`src/rtl/dsp_mac_sequencer_if.sv`:
```
// dsp_mac_sequencer_if: operand stream, DSP pin bundle and result stream of the MAC sequencer
interface dsp_mac_sequencer_if;
  logic        in_valid;
  logic        in_ready;
  logic [17:0] in_a;
  logic [17:0] in_b;
  logic [17:0] dsp_a;
  logic [17:0] dsp_b;
  logic [7:0]  dsp_opmode;
  logic        dsp_cea;
  logic        dsp_ceb;
  logic        dsp_rstm;
  logic        dsp_rstp;
  logic [47:0] dsp_p;
  logic        dsp_carryout;
  logic        res_valid;
  logic        res_ready;
  logic [47:0] res_data;
  logic        res_ovf;
  modport master (
    input  in_valid, in_a, in_b, dsp_p, dsp_carryout, res_ready,
    output in_ready, dsp_a, dsp_b, dsp_opmode, dsp_cea, dsp_ceb, dsp_rstm, dsp_rstp,
           res_valid, res_data, res_ovf
  );
  modport slave (
    output in_valid, in_a, in_b, dsp_p, dsp_carryout, res_ready,
    input  in_ready, dsp_a, dsp_b, dsp_opmode, dsp_cea, dsp_ceb, dsp_rstm, dsp_rstp,
           res_valid, res_data, res_ovf
  );
endinterface

```
`src/rtl/dsp_mac_sequencer.sv`:
```
// dsp_mac_sequencer: streams operand pairs into a DSP slice and returns the N_TAPS dot product
module dsp_mac_sequencer #(
  parameter int N_TAPS  = 4,
  parameter int OPM_DLY = 1,
  parameter int P_LAT   = 3
) (
  input logic clk,
  input logic rst_n,
  input logic clr,
  dsp_mac_sequencer_if.master bus
);
  localparam int TW = $clog2(N_TAPS + 1);
  localparam int DW = $clog2(P_LAT + 2);
  typedef enum logic [1:0] {IDLE, ISSUE, DRAIN, HOLD} state_t;
  state_t        state;
  logic [TW-1:0] tap_cnt;
  logic [DW-1:0] drn_cnt;
  logic          accept;
  logic          last_tap;
  logic [7:0]    code;
  assign accept      = bus.in_valid & bus.in_ready;
  assign last_tap    = tap_cnt == TW'(N_TAPS - 1);
  assign bus.dsp_a   = bus.in_a;
  assign bus.dsp_b   = bus.in_b;
  assign bus.dsp_cea = accept;
  assign bus.dsp_ceb = accept;
  // opmode for this cycle: load P on tap 0, accumulate later taps, otherwise hold or zero P
  always_comb
    code = (clr || state == IDLE) ? 8'h00 :
           state != ISSUE         ? 8'h08 :
           accept                 ? (tap_cnt == '0 ? 8'h01 : 8'h09) :
                                    (tap_cnt == '0 ? 8'h00 : 8'h08);
  if (OPM_DLY == 0) begin : g_opm_direct
    assign bus.dsp_opmode = code;
  end else begin : g_opm_pipe
    localparam int OW = 8 * OPM_DLY;
    logic [OW-1:0] pipe;
    // delay opmode so it lands in OPMODEREG together with its product in MREG
    always_ff @(posedge clk or negedge rst_n)
      if (!rst_n) pipe <= '0;
      else pipe <= clr ? '0 : OW'({pipe, code});
    assign bus.dsp_opmode = pipe[OW-1 -: 8];
  end
  // sequencing FSM: issue taps, wait out the DSP pipeline, present and hold the result
  always_ff @(posedge clk or negedge rst_n)
    if (!rst_n) begin
      state         <= IDLE;
      tap_cnt       <= '0;
      drn_cnt       <= '0;
      bus.in_ready  <= 1'b0;
      bus.res_valid <= 1'b0;
      bus.res_data  <= '0;
      bus.res_ovf   <= 1'b0;
      bus.dsp_rstm  <= 1'b0;
      bus.dsp_rstp  <= 1'b0;
    end else begin
      bus.dsp_rstm <= clr;
      bus.dsp_rstp <= clr;
      if (clr) begin
        state         <= ISSUE;
        tap_cnt       <= '0;
        drn_cnt       <= '0;
        bus.in_ready  <= 1'b1;
        bus.res_valid <= 1'b0;
      end else
        case (state)
          IDLE: begin
            state        <= ISSUE;
            bus.in_ready <= 1'b1;
          end
          ISSUE:
            if (accept) begin
              tap_cnt <= last_tap ? '0 : tap_cnt + TW'(1);
              if (last_tap) begin
                state        <= DRAIN;
                drn_cnt      <= '0;
                bus.in_ready <= 1'b0;
              end
            end
          DRAIN:
            if (drn_cnt == DW'(P_LAT)) begin
              state         <= HOLD;
              bus.res_valid <= 1'b1;
              bus.res_data  <= bus.dsp_p;
              bus.res_ovf   <= bus.dsp_carryout;
            end else drn_cnt <= drn_cnt + DW'(1);
          HOLD:
            if (bus.res_ready) begin
              state         <= IDLE;
              bus.res_valid <= 1'b0;
            end
        endcase
    end
endmodule

```
`src/flat_wrapper.sv`:
```
// flat-port wrapper written by rule: the top's interface ports become plain ports
module dsp_mac_sequencer_flat 
#(
  parameter int N_TAPS  = 4,
  parameter int OPM_DLY = 1,
  parameter int P_LAT   = 3
)
  (clk, rst_n, clr, bus_in_valid, bus_in_a, bus_in_b, bus_dsp_p, bus_dsp_carryout, bus_res_ready, bus_in_ready, bus_dsp_a, bus_dsp_b, bus_dsp_opmode, bus_dsp_cea, bus_dsp_ceb, bus_dsp_rstm, bus_dsp_rstp, bus_res_valid, bus_res_data, bus_res_ovf);
  dsp_mac_sequencer_if bus_i ();
  input logic clk;
  input logic rst_n;
  input logic clr;
  input wire logic [$bits(bus_i.in_valid)-1:0] bus_in_valid;
  input wire logic [$bits(bus_i.in_a)-1:0] bus_in_a;
  input wire logic [$bits(bus_i.in_b)-1:0] bus_in_b;
  input wire logic [$bits(bus_i.dsp_p)-1:0] bus_dsp_p;
  input wire logic [$bits(bus_i.dsp_carryout)-1:0] bus_dsp_carryout;
  input wire logic [$bits(bus_i.res_ready)-1:0] bus_res_ready;
  output wire logic [$bits(bus_i.in_ready)-1:0] bus_in_ready;
  output wire logic [$bits(bus_i.dsp_a)-1:0] bus_dsp_a;
  output wire logic [$bits(bus_i.dsp_b)-1:0] bus_dsp_b;
  output wire logic [$bits(bus_i.dsp_opmode)-1:0] bus_dsp_opmode;
  output wire logic [$bits(bus_i.dsp_cea)-1:0] bus_dsp_cea;
  output wire logic [$bits(bus_i.dsp_ceb)-1:0] bus_dsp_ceb;
  output wire logic [$bits(bus_i.dsp_rstm)-1:0] bus_dsp_rstm;
  output wire logic [$bits(bus_i.dsp_rstp)-1:0] bus_dsp_rstp;
  output wire logic [$bits(bus_i.res_valid)-1:0] bus_res_valid;
  output wire logic [$bits(bus_i.res_data)-1:0] bus_res_data;
  output wire logic [$bits(bus_i.res_ovf)-1:0] bus_res_ovf;
  assign bus_i.in_valid = bus_in_valid;
  assign bus_i.in_a = bus_in_a;
  assign bus_i.in_b = bus_in_b;
  assign bus_i.dsp_p = bus_dsp_p;
  assign bus_i.dsp_carryout = bus_dsp_carryout;
  assign bus_i.res_ready = bus_res_ready;
  assign bus_in_ready = bus_i.in_ready;
  assign bus_dsp_a = bus_i.dsp_a;
  assign bus_dsp_b = bus_i.dsp_b;
  assign bus_dsp_opmode = bus_i.dsp_opmode;
  assign bus_dsp_cea = bus_i.dsp_cea;
  assign bus_dsp_ceb = bus_i.dsp_ceb;
  assign bus_dsp_rstm = bus_i.dsp_rstm;
  assign bus_dsp_rstp = bus_i.dsp_rstp;
  assign bus_res_valid = bus_i.res_valid;
  assign bus_res_data = bus_i.res_data;
  assign bus_res_ovf = bus_i.res_ovf;
  dsp_mac_sequencer #(.N_TAPS(N_TAPS), .OPM_DLY(OPM_DLY), .P_LAT(P_LAT)) u_core (.clk(clk), .rst_n(rst_n), .clr(clr), .bus(bus_i));
endmodule
```
`config.mk`:
```
export PLATFORM = sky130hd
export DESIGN_NAME = dsp_mac_sequencer_flat
export DESIGN_NICKNAME = d
export VERILOG_FILES = /design/src/rtl/dsp_mac_sequencer_if.sv /design/src/rtl/dsp_mac_sequencer.sv /design/src/flat_wrapper.sv
export SDC_FILE = /design/constraint.sdc
export NUM_CORES = 1
export LEC_CHECK = 0
export ABC_AREA = 1
export CAP_MARGIN = 20
export CORE_ASPECT_RATIO = 0.75
export CORE_UTILIZATION = 40
export DETAILED_ROUTE_END_ITERATION = 12
export HOLD_SLACK_MARGIN = 0.06
export PLACE_DENSITY = 0.86
export SLEW_MARGIN = 10
export SYNTH_ARGS = -nofsm -noshare
export SYNTH_HDL_FRONTEND = slang
export SYNTH_SLANG_ARGS = --single-unit
```
`constraint.sdc`:
```
create_clock -name clk -period 2.15 [get_ports clk]
set_input_delay 0.43 -clock clk [delete_from_list [all_inputs] [get_ports clk]]
set_output_delay 0.43 -clock clk [all_outputs]
set_load 0.05 [all_outputs]
```
==> results_dict.tcl, run 1 <==
set metrics [dict create \
    final_cells 533 \
    drc 0 \
    reg2reg_depth 5 \
    dpl_cell_area_mm2 0.003923 \
    n_fill_cell 666 \
    post-route-util 0.5643 \
    finClkSkew_ps 7.783 \
    required_ps 1720 \
    grt_setup_unrepaired "no" \
    ctsHoldBuffers 0 \
    syn_inst 353 \
    yosysTopAreaCell "dfrtp_1" \
    report.final.slew_viol_count 0 \
    gp_congestion 0.7361 \
    dp_hpwl_um 4772 \
    ant_nets 0 \
    cts_tree "done" \
    critPathArrivalTime_ps 1520 \
    finalHoldViolCount 0 \
    final_area_mm2 0.004136 \
    ys_types 19 \
    num_io_pins 189 \
    max_stage_delay_ps 810 \
    path_delay_family "buffers and inverters" \
    antenna_cells 0 \
    setup.worst_path.class "flip-flop to output port" \
    outcome "completed" \
    setup_viol 0 \
    crit_chain "clkdlybuf4s50_1" \
    grt_pass1_vias 2364 \
    syn_to_final_growth_pct 37.18 \
    cts_resized 0 \
    synthesis.area_mm2 0.003015 \
    placementRows 27 \
    power.density_mw_per_mm2 763.9 \
    setup_slack_ps 195.3 \
    io_buffers 110 \
    core_area_mm2 0.007331 \
    rr_startpoint "u_core.state[0]" \
    clock-root-buffer "clkbuf_8" \
    cp-end-kind "output port" \
    cts_setup_buffers 0 \
    finalCriticalPeriod_ps 1955 \
    yosys_register_bits 62 \
    die_area_mm2 0.007893 \
    relSlewSlack 0.5533 \
    h-tree-depth 3 \
    p_total_mw 3.160 \
    drv_cap 0 \
    seq_area_frac_synth 0.5145 \
    synth_area_per_cell_um2 8.542 \
    synth_top_area_frac 0.5145 \
    cp_max_fo 3 \
    drt-total-wl_um 6398 \
    clock_latency_ps 330 \
    setup-tns-final_ps 0 \
    grt_overflow 0 \
    post-route-period-util 0.9092 \
    clk_pin_slew_ps 70 \
    worst-r2r-setup-slack_ps 550 \
    grt_pass1_wl_um 10450 \
    critPathLaunchType "flip-flop" \
    wire_per_inst_um 12.00 \
    drtIter0Drc 83 \
    grt_max_degree 57 \
    synthTopCellsByArea "dfrtp_1, buf_4, nand2_1" \
    cellLeakagePower_nw 2.044 \
    drt-pass1-iter-count 4 \
    via_per_inst 4.356 \
    holdWs_ps 121.9 \
    grt_use_total 0.1750 \
    dp_cells 517 \
    antenna_found_initial 0 \
    fmax_mhz 511.6 \
    nNetsFinal 525 \
    tightest_slew_ps 670.0 \
    yosys_warnings 0 \
    hold_path_class "input pin to asynchronous set/reset pin" \
    die_w_um 102.3 \
    dr_total_vias 2322 \
    rr_endpoint "u_core.bus.res_data[10]" \
    path_buf_inv 1 \
    dp_slack_ps 296.5 \
    cts_buffers 9 \
    clkSinkCount 62 \
    die_y_um 77.19 \
    drive_above_1_share 0.05556 \
    clock_path_buffers 2 \
    ir_drop_mv 0.6840 \
    crit_slowest_cell "clkdlybuf4s50_1" \
    start_util 0.4113 \
]
## power by group
group | switching (mW) | internal (mW) | leakage, nW
sequential | 0.0550 | 1.24 | 0.852
combinational | 0.475 | 0.304 | 1.09
clock | 0.439 | 0.650 | 0.106
total | 0.969 | 2.19 | 2.04
## how the worst max path moves through the flow
stage	end	cells past startpoint	startpoint	slack, ps
after floorplan	bus_dsp_ceb	3	u_core.bus.in_ready	280
after global placement	u_core.drn_cnt[0]	8	bus_in_valid	390
after detailed placement	u_core.drn_cnt[2]	8	bus_in_valid	300
after CTS	bus_in_ready	1	u_core.bus.in_ready	170
after global routing	bus_in_ready	1	u_core.bus.in_ready	130
final	bus_in_ready	1	u_core.bus.in_ready	200
## cell usage after synthesis (all sizes together)
cell	count
a21oi	2
a31oi	1
buf	52
clkbuf	4
conb	1
dfrtp	62
ha	8
inv	66
nand2	84
nand3	10
nand3b	1
nor2	7
nor3	3
o21ai	52
## cells by family after synthesis
logic type               count (synthesis)  synth area share
flip-flops                              62            0.5145
AND/OR/NAND/NOR                        105            0.1415
other                                    1          0.001244
adder cells (fa/ha/maj)                  8           0.03320
AO/OA/AOI/OAI                           55           0.09170
buffers and inverters                  122            0.2178
## registers in the layout (all words and copies together), names as in the netlist, 2 cells and up
| name | cells |
|---|---|
| u_core.bus.res_data | 48 |
| u_core.tap_cnt | 3 |
| u_core.bus.dsp_opmode | 2 |
| u_core.drn_cnt | 3 |
| u_core.state | 2 |
## layout by cell type, fill, tap and decap left out, drive strengths merged
master,instances
nor2,7
a21oi,2
nor3,3
nand3,10
clkinvlp,1
buf,7
nand2,84
clkinv,3
a31oi,1
clkdlybuf4s50,107
clkbuf,10
o21ai,52
bufinv,2
conb,6
ha,8
dfrtp,62
nand3b,1
inv,66
## per-layer routing
layer  share of wire  global-route usage  vias to the layer above  wire, um
met2            0.50              0.3121                       95      3229
met3           0.094             0.09207                        9       600
met4          0.0083             0.05286                        0        53
met5               0                   0                        -         0
met1            0.39              0.1734                     1053      2515
li1                -                   -                     1165         -
## area by class of cell
cell class / count / area (um^2) / share of cell area
clock buffers: 10 / 127.6 / 0.03085
flip-flops and latches: 62 / 1551 / 0.3751
inverters: 66 / 247.7 / 0.05989
multi-input cells: 174 / 825.8 / 0.1996
clock inverters: 6 / 86.33 / 0.02087
repair buffers: 114 / 1171 / 0.2831
well taps: 101 / 126.4 / 0.03055
No activity file was read; power rests on OpenSTA's default activity.
==> run 2: changes to the inputs <==
CAP_MARGIN = not set   (was 20)
CORE_UTILIZATION = 33   (was 40)
CTS_CLUSTER_DIAMETER = 60   (was not set)
PLACE_DENSITY = 0.76   (was 0.86)
clock period = 1.73 ns   (was 2.15 ns; I/O delays follow)
==> results_dict.tcl, run 2 (synthesis results as in run 1) <==
set metrics [dict create \
    outcome "completed" \
    min_to "u_core.drn_cnt[2]" \
    rr_startpoint "u_core.state[0]" \
    setup_slack_ps 116.4 \
    start_util 0.3477 \
    cp_max_fo 4 \
    p_switching_mw 1.243 \
    clock-root-buffer "clkbuf_16" \
    ant_nets 0 \
    drtIter0Drc 89 \
    num_io_pins 189 \
    hold_start "u_core.drn_cnt[2]" \
    rr_endpoint "u_core.drn_cnt[0]" \
    worst-r2r-setup-slack_ps 180 \
    cts_tree "done" \
    gp_congestion 0.7281 \
    p_comb_frac 0.220 \
    seqPwrFrac 0.372 \
    reg2reg_depth 9 \
    finalHoldViolCount 0 \
    crit_slowest_cell "clkdlybuf4s50_1" \
    setup.worst_path.class "input pin to output port" \
    grt_use_total 0.1392 \
    clk_pin_slew_ps 50 \
    crit_chain "clkdlybuf4s50_1 > nand2_1 > clkinvlp_4 > buf_12" \
    final_area_mm2 0.004125 \
    cp-end-kind "output port" \
    drt-total-wl_um 6307 \
    max_stage_delay_ps 400 \
    report.final.slew_viol_count 0 \
    clkSinkCount 62 \
    fmax_mhz 619.7 \
    wire_per_inst_um 11.62 \
    grt_pass1_vias 2305 \
    hold_path_class "flip-flop to flip-flop" \
    finClkSkew_ps 8.466 \
    die_w_um 112.4 \
    final_common_cell "nand2_1" \
    grt_overflow 0 \
    cts_buffers 9 \
    cellLeakagePower_nw 2.198 \
    dr_total_vias 2347 \
    post-route-period-util 0.9327 \
    drc 0 \
    ir_drop_mv 0.5598 \
    drv_cap 0 \
    power.density_mw_per_mm2 1053 \
    die_y_um 84.79 \
    dp_slack_ps -28.86 \
    grt_max_degree 63 \
    layout_common_cells "nand2_1, inv_1, dfrtp_1, buf_4, clkdlybuf4s50_1" \
    die_area_mm2 0.009528 \
    whs_path_depth 2 \
    nNetsFinal 528 \
    largest_register_ffs 48 \
    drt-pass1-iter-count 4 \
    dpl_cell_area_mm2 0.003812 \
    io_buffers 110 \
    antenna_cells 0 \
    antenna_found_initial 0 \
    setup_viol 0 \
    required_ps 1380 \
    h-tree-depth 3 \
    clock_path_buffers 2 \
    critPathLaunchType "input pin" \
    finalCriticalPeriod_ps 1614 \
    grt_setup_unrepaired "no" \
    cts_resized 0 \
    grt_pass1_wl_um 10580 \
    drive_above_1_share 0.1862 \
    via_per_inst 4.322 \
    regMostFlops "u_core.bus.res_data" \
    syn_to_final_growth_pct 36.81 \
    reg_top3 "u_core.bus.res_data x48, u_core.drn_cnt x3, u_core.tap_cnt x3" \
    cell_internal_pwr_mw 3.099 \
    critPathArrivalTime_ps 1270 \
    dp_hpwl_um 4695 \
    clock_latency_ps 310 \
    switching_share 0.2863 \
    clockPowerShare 0.408 \
    core_area_mm2 0.008672 \
    placementRows 29 \
]
## run 2: changes by cell type in the layout (fill, tap and decap cells not counted), moves of 7 or more
| cell | change |
|---|---|
| clkbuf_16 | +9 |
| clkdlybuf4s50_1 | -55 |
| buf_4 | +57 |
| clkbuf_8 | -7 |
## run 2: worst max path at each step
stage                                    from                 to  slack, ps
after global routing          u_core.state[0]  u_core.drn_cnt[1]         30
after CTS                        bus_in_valid        bus_dsp_ceb        110
after detailed placement         bus_in_valid  u_core.drn_cnt[0]        -30
after global placement           bus_in_valid  u_core.drn_cnt[2]         70
after floorplan           u_core.bus.in_ready        bus_dsp_ceb         40
final                            bus_in_valid        bus_dsp_ceb        120
## run 2: area by class of cell
cell class | instances | area, um^2
Inverter | 66 | 251.5
Sequential cell | 62 | 1551
Tap cell | 108 | 135.1
Multi-Input combinational cell | 174 | 825.8
Timing Repair Buffer | 117 | 1059
Clock buffer | 13 | 260.3
Clock inverter | 3 | 42.54
Fill cell | 827 | 4547
## run 2: what timing repair did
action                                 in CTS  in global routing
buffers inserted                            0                  0
hold buffers                                1                  0
endpoints found under the hold margin      57                  0
## run 2: worst max-delay path, delay by kind of cell
family,cells,cell delay [ps]
buffers and inverters,3,760
and+or+nand+nor,1,150
## run 2: stage by stage
step	power (mW)	utilization	instances	TNS, ps	hold WS, ps
floorplan	2.449	-	358	0	50.41
global placement	2.547	0.4396	526	0	382.4
detailed placement	2.597	0.4396	526	-42.24	382.6
CTS	4.415	0.4757	543	0	476.3
global route	4.598	0.4757	543	0	503.6
finish	4.342	0.4757	543	0	480.3
## run 2: metal layers
layer / routed length, um / part of all wire / global-route usage
met1: 2787 / 0.44 / 0.1628
met2: 3035 / 0.48 / 0.2360
met3: 456 / 0.072 / 0.05487
met4: 28 / 0.0044 / 0.04364
met5: 0 / 0 / 0
## run 2: power groups by stage
stage               Combinational (mW)  Clock (mW)  Sequential [mW]
floorplan                        0.689           0             1.76
global placement                 0.917           0             1.63
detailed placement               0.958           0             1.64
CTS                              0.963        1.84             1.62
global route                      1.06        1.91             1.63
finish                           0.956        1.77             1.62
